$ cat src/rtl/mastermind_game_ctrl.sv
// Mastermind game sequencer: latches the secret, hands guesses to an external peg
// evaluator, totals its flags and tracks tries / win / lose. Optional macro: RAND_SECRET_EN.
module mastermind_game_ctrl #(
  parameter int MAX_TRIES = 10,
  parameter int TRY_W     = 4
) (
  input  logic             clk,
  input  logic             reset,
  input  logic             new_game,
  input  logic [7:0]       secret_in,
  input  logic             secret_load,
  input  logic [7:0]       guess_in,
  input  logic             guess_valid,
  output logic             guess_ready,
  output logic [7:0]       eval_a,
  output logic [7:0]       eval_b,
  input  logic [3:0]       eval_c,
  input  logic [3:0]       eval_m,
  output logic [2:0]       exact_cnt,
  output logic [2:0]       partial_cnt,
  output logic             result_valid,
  output logic [TRY_W-1:0] tries,
  output logic             win,
  output logic             lose
);

  typedef enum logic [2:0] {
    S_IDLE  = 3'd0,
    S_READY = 3'd1,
    S_EVAL  = 3'd2,
    S_WIN   = 3'd3,
    S_LOSE  = 3'd4
  } state_e;

  function automatic logic [2:0] popcount4(input logic [3:0] v);
    return 3'(v[0]) + 3'(v[1]) + 3'(v[2]) + 3'(v[3]);
  endfunction

  state_e           state_q, state_d;
  logic [7:0]       eval_a_q, eval_a_d;
  logic [7:0]       eval_b_q, eval_b_d;
  logic [2:0]       exact_q, exact_d;
  logic [2:0]       partial_q, partial_d;
  logic             result_valid_q, result_valid_d;
  logic [TRY_W-1:0] tries_q, tries_d;
  logic             win_q, win_d;
  logic             lose_q, lose_d;
  logic [7:0]       secret_src_s;
  logic [TRY_W-1:0] tries_inc_s;
  logic [2:0]       exact_s;
  logic [2:0]       partial_s;

`ifdef RAND_SECRET_EN
  logic [7:0] lfsr_q, lfsr_d;

  // Free-running x^8+x^6+x^5+x^4+1 LFSR used as the secret source
  always_comb begin
    lfsr_d = {lfsr_q[6:0], lfsr_q[7] ^ lfsr_q[5] ^ lfsr_q[4] ^ lfsr_q[3]};
  end

  // LFSR register, seeded on reset
  always_ff @(posedge clk or negedge reset) begin
    if (!reset) begin
      lfsr_q <= 8'hA5;
    end else begin
      lfsr_q <= lfsr_d;
    end
  end

  assign secret_src_s = lfsr_q;
`else
  assign secret_src_s = secret_in;
`endif

  assign tries_inc_s = tries_q + TRY_W'(1);
  assign exact_s     = popcount4(eval_c);
  assign partial_s   = popcount4(eval_m);

  // Next-state and next-output logic; new_game overrides everything
  always_comb begin
    state_d        = state_q;
    eval_a_d       = eval_a_q;
    eval_b_d       = eval_b_q;
    exact_d        = exact_q;
    partial_d      = partial_q;
    tries_d        = tries_q;
    win_d          = win_q;
    lose_d         = lose_q;
    result_valid_d = 1'b0;
    if (new_game) begin
      state_d   = S_IDLE;
      eval_a_d  = 8'h00;
      eval_b_d  = 8'h00;
      exact_d   = 3'd0;
      partial_d = 3'd0;
      tries_d   = '0;
      win_d     = 1'b0;
      lose_d    = 1'b0;
    end else begin
      case (state_q)
        S_IDLE: begin
          if (secret_load) begin
            eval_b_d = secret_src_s;
            state_d  = S_READY;
          end else begin
            state_d  = S_IDLE;
          end
        end
        S_READY: begin
          if (guess_valid) begin
            eval_a_d = guess_in;
            state_d  = S_EVAL;
          end else begin
            state_d  = S_READY;
          end
        end
        // Evaluator has had one full cycle to settle on eval_a/eval_b
        S_EVAL: begin
          exact_d        = exact_s;
          partial_d      = partial_s;
          tries_d        = tries_inc_s;
          result_valid_d = 1'b1;
          if (exact_s == 3'd4) begin
            state_d = S_WIN;
            win_d   = 1'b1;
          end else if (tries_inc_s == TRY_W'(MAX_TRIES)) begin
            state_d = S_LOSE;
            lose_d  = 1'b1;
          end else begin
            state_d = S_READY;
          end
        end
        S_WIN: begin
          state_d = S_WIN;
          win_d   = 1'b1;
        end
        S_LOSE: begin
          state_d = S_LOSE;
          lose_d  = 1'b1;
        end
        default: begin
          state_d = S_IDLE;
        end
      endcase
    end
  end

  // State and registered outputs
  always_ff @(posedge clk or negedge reset) begin
    if (!reset) begin
      state_q        <= S_IDLE;
      eval_a_q       <= 8'h00;
      eval_b_q       <= 8'h00;
      exact_q        <= 3'd0;
      partial_q      <= 3'd0;
      tries_q        <= '0;
      win_q          <= 1'b0;
      lose_q         <= 1'b0;
      result_valid_q <= 1'b0;
    end else begin
      state_q        <= state_d;
      eval_a_q       <= eval_a_d;
      eval_b_q       <= eval_b_d;
      exact_q        <= exact_d;
      partial_q      <= partial_d;
      tries_q        <= tries_d;
      win_q          <= win_d;
      lose_q         <= lose_d;
      result_valid_q <= result_valid_d;
    end
  end

  assign guess_ready  = (state_q == S_READY);
  assign eval_a       = eval_a_q;
  assign eval_b       = eval_b_q;
  assign exact_cnt    = exact_q;
  assign partial_cnt  = partial_q;
  assign result_valid = result_valid_q;
  assign tries        = tries_q;
  assign win          = win_q;
  assign lose         = lose_q;

endmodule

$ cat config.mk
export PLATFORM = sky130hd
export DESIGN_NAME = mastermind_game_ctrl
export DESIGN_NICKNAME = d
export VERILOG_FILES = /design/src/rtl/mastermind_game_ctrl.sv
export SDC_FILE = /design/constraint.sdc
export NUM_CORES = 1
export LEC_CHECK = 0
export ABC_CLOCK_PERIOD_IN_PS = 1700
export CORE_UTILIZATION = 40
export CTS_CLUSTER_DIAMETER = 60
export CTS_CLUSTER_SIZE = 8
export DETAILED_ROUTE_END_ITERATION = 12
export GPL_ROUTABILITY_DRIVEN = 0
export PLACE_DENSITY = 0.86
export SLEW_MARGIN = 20
export SYNTH_ARGS = -nofsm -noshare
export SYNTH_HDL_FRONTEND = slang
export SYNTH_SLANG_ARGS = --single-unit
export TNS_END_PERCENT = 10
$ cat constraint.sdc
create_clock -name clk -period 1.7 [get_ports clk]
set_input_delay 0.255 -clock clk [delete_from_list [all_inputs] [get_ports clk]]
set_output_delay 0.255 -clock clk [all_outputs]
set_load 0.005 [all_outputs]
==> metrics.txt, run 1 <==
Peak VDD IR=between 0.0003 and 0.0004 V; cell breakdown of the critical path=clkdlybuf4s50_1, fa_1, ha_2, ha_1, a22o_2; pin count of the biggest net entering global routing=33; most frequent cells in the layout=clkdlybuf4s50_1 (53), dfrtp_1 (31), a22o_1 (16); Pleak=between 0.9 and 1 nW; CP delay by family, top=adder cells; CP max FO=1; ant diodes=0; Core Rows=21; Final Cycle Share=0.993; drt pass-1 iters=4; Tot GR Track Use=0.191; Core ar.=3360 sq um; first-pass GRT wire length=5060 microns; area of the mapped netlist=approximately 1400 sq um; critical path class=input port to register; Tmin final=around 1.7 ns; Wirelength per Cell=14.6 microns; Initial Util=0.422; DRT Wirelength=between 3000 and 4000 microns; area post-placement=2090 sq um; final worst slack=0.0117 ns; WP data arrival=1.91 ns; die height=61.6 microns; final hold violation count=0; syn_area_per_cell=~13 sq um; FMAX=0.592 GHz; Bufs on Longest Clock Path=2; final setup violating endpoints=0; Root Buffer=clkbuf_4; Worst-Margin Slew=0.426 ns; commonest non-fill, non-tap cell in the layout=clkdlybuf4s50_1; later-pin clock latency in the skew report=0.33 ns; IO Port Bufs=58; flops & latches, synth=32; largest stage delay on the critical path=0.52 ns; Pwr Density=702 nW/um^2; Vias/cell=5.30; IO Pins=59; crit path max-delay cell type=fa_1; Reg2Reg Setup Slack=0.21 ns; MaxCap Viol Count=0; Max-slew headroom=0.715; Die Area=3790 sq um; CTS tree=done; Post-CTS Hold Fix Bufs=0; H-tree lvl count=2; Pwr Total=0.00150 W; remaining global-route overflow=0; fin util=0.636; Syn. warnings=0; Mapped Nets=145; fin nets=212; TritonCTS buffer count=5; Worst Path Required=roughly 1.9 ns; dpl ws=-0.597 ns; Final Cell Area=2140 sq um; CP endpoint kind=register; vias in the first global route=1138; min-delay worst type=input port to async pin; routed via count=1171; Final Skew=~0.011 ns; Placed Cells=214; Mapped Cells=108; drt drc=0; Die X=approximately 62 microns; layout cell share with drive strength beyond 1=0.206; post-CTS setup buffer count=0; Cell Count, Final, Fillers Out=between 200 and 250; status=complete, no violations; Final ANT Viol Nets=0; Distinct cells, synth=28; clock-pin slew on the worst setup and hold paths=0.10 ns; crit path launch type=input port; HPWL after detailed placement=between 2000 and 2500 microns; Final Max Slew Viols=0; initial antenna violation count=0; CTS sink count=32; Bufs and invs on worst path=1; initial DRC count=37; area delta synth->final=50.7%; sequential element share of the synthesized area=0.564
-- layout make-up --
cell class / instances / area [sq um]
clock buffer: 6 / 41.3
multi-input combinational: 70 / 609
inverter: 4 / 20.0
sequential: 32 / 802
clock inverter: 1 / 5.00
tap: 46 / 57.6
fill: 307 / 1220
timing repair buffer: 62 / 603
-- metrics by stage --
stage | TNS (ns) | hold WS [ns]
after floorplan | -0.0503 | -0.0406
after global placement | -3.60 | 0.487
after detailed placement | -3.88 | 0.487
after CTS | -0.000154 | 0.323
after global routing | -0.000808 | 0.336
final | 0 | 0.315
-- worst register-to-register path, delay by kind of cell (launching register included) --
kind / cells / cell delay (ns)
fa+ha+maj: 1 / 0.26
compound gates: 1 / 0.24
xor+xnor: 1 / 0.17
simple gates: 2 / 0.26
flops: 1 / 0.45
-- path summary, 6_finish.rpt --
kind / from / endpoint / cells past startpoint
worst max-delay path: eval_m[3] / partial_cnt[1] / 5
worst min-delay path: reset / tries[0] / 2
worst max register to register: tries[0] / state_q[0] / 5
worst min register to register: eval_b[4] / eval_b[4] / 1
max in group asynchronous: reset / state_q[1] / 2
min in group clk: eval_m[1] / partial_cnt[2] / 4
-- Yosys cell counts, drive strengths merged --
library cell / instances / area [sq um]
dfrtp: 32 / 801
a22o: 23 / 210
nor2: 9 / 38.8
ha: 6 / 75.1
a21oi: 5 / 28.8
nand2: 5 / 18.8
inv: 3 / 11.3
nand3: 3 / 15.0
buf: 2 / 16.3
fa: 2 / 40.0
nand2b: 2 / 12.5
nor3: 2 / 32.5
nor3b: 2 / 15.0
o21ai: 2 / 10.0
xor2: 2 / 17.5
a211oi: 1 / 7.51
a31oi: 1 / 12.5
clkinv: 1 / 8.76
o21bai: 1 / 7.51
o221a: 1 / 11.3
o32ai: 1 / 8.76
or3: 1 / 11.3
xnor2: 1 / 8.76
-- power breakdown --
part	leakage, nW	internal, W	switching, W
logic	0.481	0.000171	0.000119
clock network	0.0281	0.000152	0.000242
registers	0.437	0.000793	0.0000228
-- what timing repair did --
item | CTS | global route
resized for setup | 8 | 6
pin swaps | 5 | 6
setup endpoints to repair | 6 | 4
cloned | 0 | 0
-- routing by layer --
layer / global-route usage / vias up / wire length, microns
met4: 0.0889 / 0 / 63
met3: 0.0651 / 8 / 226
met2: 0.324 / 56 / 1650
met5: 0 / - / 0
li1: - / 534 / -
met1: 0.216 / 573 / 1290
-- kinds of logic after synthesis --
family | synth area share
AOI/OAI and AO/OA | 0.209
xor gates and xnor gates | 0.0185
adders and majority gates | 0.0811
buffers and inverters | 0.0256
DFF | 0.564
and+or+nand+nor | 0.101
-- registers in the layout, summed over array words and instances (netlist names) --
signal / count
result_valid: 1
exact_cnt: 3
lose: 1
win: 1
tries: 4
partial_cnt: 3
state_q: 3
eval_b: 8
eval_a: 8
(Power assumes the default switching activity.)
==> run 2, diff against run 1 <==
--- a/config.mk
+++ b/config.mk
@@ -10,8 +10,9 @@
 export CTS_CLUSTER_DIAMETER = 60
 export CTS_CLUSTER_SIZE = 8
 export DETAILED_ROUTE_END_ITERATION = 12
+export DONT_BUFFER_PORTS = 1
 export GPL_ROUTABILITY_DRIVEN = 0
-export PLACE_DENSITY = 0.86
+export PLACE_DENSITY = 0.64
 export SLEW_MARGIN = 20
 export SYNTH_ARGS = -nofsm -noshare
 export SYNTH_HDL_FRONTEND = slang
==> run 2 against run 1 <==
Effect of this change:
- critical path depth up 2
- clock power down 3%
- clock skew down 0.0034 ns
- combinational power down 47%
- clock-buffer cell count unchanged
- flip-flop and latch count unchanged
- highest routed layer unchanged
- die area unchanged
- non-clock buffer count down 58
- cell area down 26%
- hold slack worse by 0.28 ns
==> metrics.txt, run 2 (synthesis results as in run 1) <==
crit path launch type=input port; drt drc=0 (unchanged); Worst-Margin Slew=0.403 ns (-0.0230 ns); Cell Count, Final, Fillers Out=163 (-26%); Hold Path Depth=1; Pleak=0.726 nW (-23%); Placed Cells=153 (-29%); CP delay by family, top=adder cells; Worst Path Required=1.92 ns (about the same); R2R depth=5 (unchanged); Peak VDD IR=0.000399 V (+2.5%); Final Cycle Share=0.873 (-0.120); status=complete, no violations; initial DRC count=34 (-8.1%); area post-placement=1490 sq um (-29%); DRT Wirelength=2670 microns (-18%); Core ar.=3360 sq um (unchanged); Wirelength per Cell=16.4 microns (+12%); largest stage delay on the critical path=0.48 ns (-0.04 ns); Bufs and invs on worst path=0 (-1); layout cell share with drive strength beyond 1=0.239 (+0.0336); met1 GRT Util=0.174 (-0.0423); Post-CTS Hold Fix Bufs=3 (+3); later-pin clock latency in the skew report=0.33 ns (about the same); RR Endpoint=state_q[0]; Final Cell Area=1570 sq um (-26%); M3 GR Usage=0.0756 (+0.0105); Pwr Density=864 nW/um^2 (+23%); Final ANT Viol Nets=0 (unchanged); Bufs on Longest Clock Path=2 (unchanged); remaining global-route overflow=0 (unchanged); die height=61.6 microns (unchanged); CTS sink count=32 (unchanged); RSZ-0062 raised after global routing=no; r2r startpoint=tries[0]; final worst slack=0.215 ns (+0.204 ns); Final Skew=0.00727 ns (-0.00344 ns); post-CTS setup buffer count=0 (unchanged); fin nets=154 (-27%); min-delay worst type=input port to register; hold_sp=new_game; GRT Max-Usage Layer=met2; Vias/cell=5.61 (+5.8%); MaxCap Viol Count=0 (unchanged); HPWL after detailed placement=2040 microns (-13%); final hold violation count=0 (unchanged); routed via count=914 (-22%); most frequent cells in the layout=dfrtp_1 (32), a22o_1 (16), nor2_1 (7), a22o_2 (7); H-tree lvl count=2 (unchanged); Tot GR Track Use=0.160 (-0.0308); Initial Util=0.422 (unchanged); crit path max-delay cell type=fa_1; Hold Crit Endpoint=state_q[2]; first-pass GRT wire length=4200 microns (-17%); drt pass-1 iters=4 (unchanged); Core Rows=21 (unchanged); TritonCTS buffer count=5 (unchanged); CP Depth=7 (+2); area delta synth->final=10.9%; CP max FO=3 (+2); Reg2Reg Setup Slack=0.27 ns (+0.06 ns); Root Buffer=clkbuf_4; clock-pin slew on the worst setup and hold paths=0.09 ns (about the same); commonest non-fill, non-tap cell in the layout=dfrtp_1; GR Util met2=0.258 (-0.0661); Die X=61.6 microns (unchanged); cell breakdown of the critical path=fa_1, ha_2, ha_4, nor3b_2, nor2_1, nand3_1, o221a_2; Final Max Slew Viols=0 (unchanged); vias in the first global route=954 (-16%); WP data arrival=1.71 ns (-0.20 ns); critical path class=input port to register; post-cts gate resize count=0 (-8); ant diodes=0 (unchanged); Max-slew headroom=0.731 (+0.0154); final setup violating endpoints=0 (unchanged); Die Area=3790 sq um (unchanged); CP endpoint kind=register; dpl ws=-0.154 ns (+0.443 ns); Tmin final=1.48 ns (-0.204 ns); initial antenna violation count=0 (unchanged); Pwr Total=0.00136 W (-9.4%); IO Port Bufs=0 (-100%); CTS tree=done; pin count of the biggest net entering global routing=33 (unchanged); FMAX=0.674 GHz (+14%); IO Pins=59 (unchanged)
run 2: changes by cell type in the layout (fill, tap and decap cells not counted), sizes merged:
cell	previous run	this run
clkdlybuf4s50	53	0
buf	4	2
clkbuf	8	6
dlygate4sd3	0	2
clkdlybuf4s15	1	0
dlygate4sd2	1	0
dlymetal6s2s	1	0
run 2: worst reg2reg max path: cells and delay by family, from the launching register on:
kind | cells | cell delay [ns]
adders and majority gates | 1 | 0.25
AOI/OAI and AO/OA | 1 | 0.25
xor gates and xnor gates | 1 | 0.16
DFF | 1 | 0.45
and+or+nand+nor | 2 | 0.22
run 2: stage by stage:
step | utilization | TNS [ns] | hold WS (ns)
6_report | 0.468 | 0 | 0.0311
5_1_grt | 0.468 | 0 | 0.0132
4_1_cts | 0.468 | 0 | 0.0190
3_5_place_dp | 0.442 | -0.491 | -0.0399
3_3_place_gp | 0.442 | -0.237 | -0.0398
2_1_floorplan | - | -0.0503 | -0.0406
run 2: how the worst max path moves through the flow:
| stage | to | slack (ns) | startpoint |
|---|---|---|---|
| floorplan | state_q[0] | -0.05 | eval_c[0] |
| global placement | state_q[0] | -0.11 | eval_c[0] |
| detailed placement | state_q[0] | -0.15 | eval_c[0] |
| CTS | state_q[0] | 0.21 | eval_c[0] |
| global route | eval_a[4] | 0.13 | state_q[1] |
| finish | state_q[0] | 0.22 | eval_c[0] |
run 2: cell type report:
type / instances / area [sq um]
Clock buffer: 6 / 41.3
Tap cell: 46 / 57.6
Multi-Input combinational cell: 70 / 602
Clock inverter: 1 / 5.00
Inverter: 4 / 20.0
Fill cell: 346 / 1790
Timing Repair Buffer: 4 / 47.5
Sequential cell: 32 / 801
run 2: per-layer routing:
| layer | up-vias | part of all wire |
|---|---|---|
| met3 | 8 | 0.080 |
| met2 | 44 | 0.51 |
| met5 | - | 0 |
| li1 | 422 | - |
| met4 | 0 | 0.024 |
| met1 | 440 | 0.38 |
run 2: power by group:
part           internal, W  leakage (nW)  switching [W]
Combinational    0.0000710         0.259      0.0000816
Sequential        0.000793         0.439      0.0000309
Clock             0.000152        0.0281       0.000231
Total              0.00102         0.726       0.000344
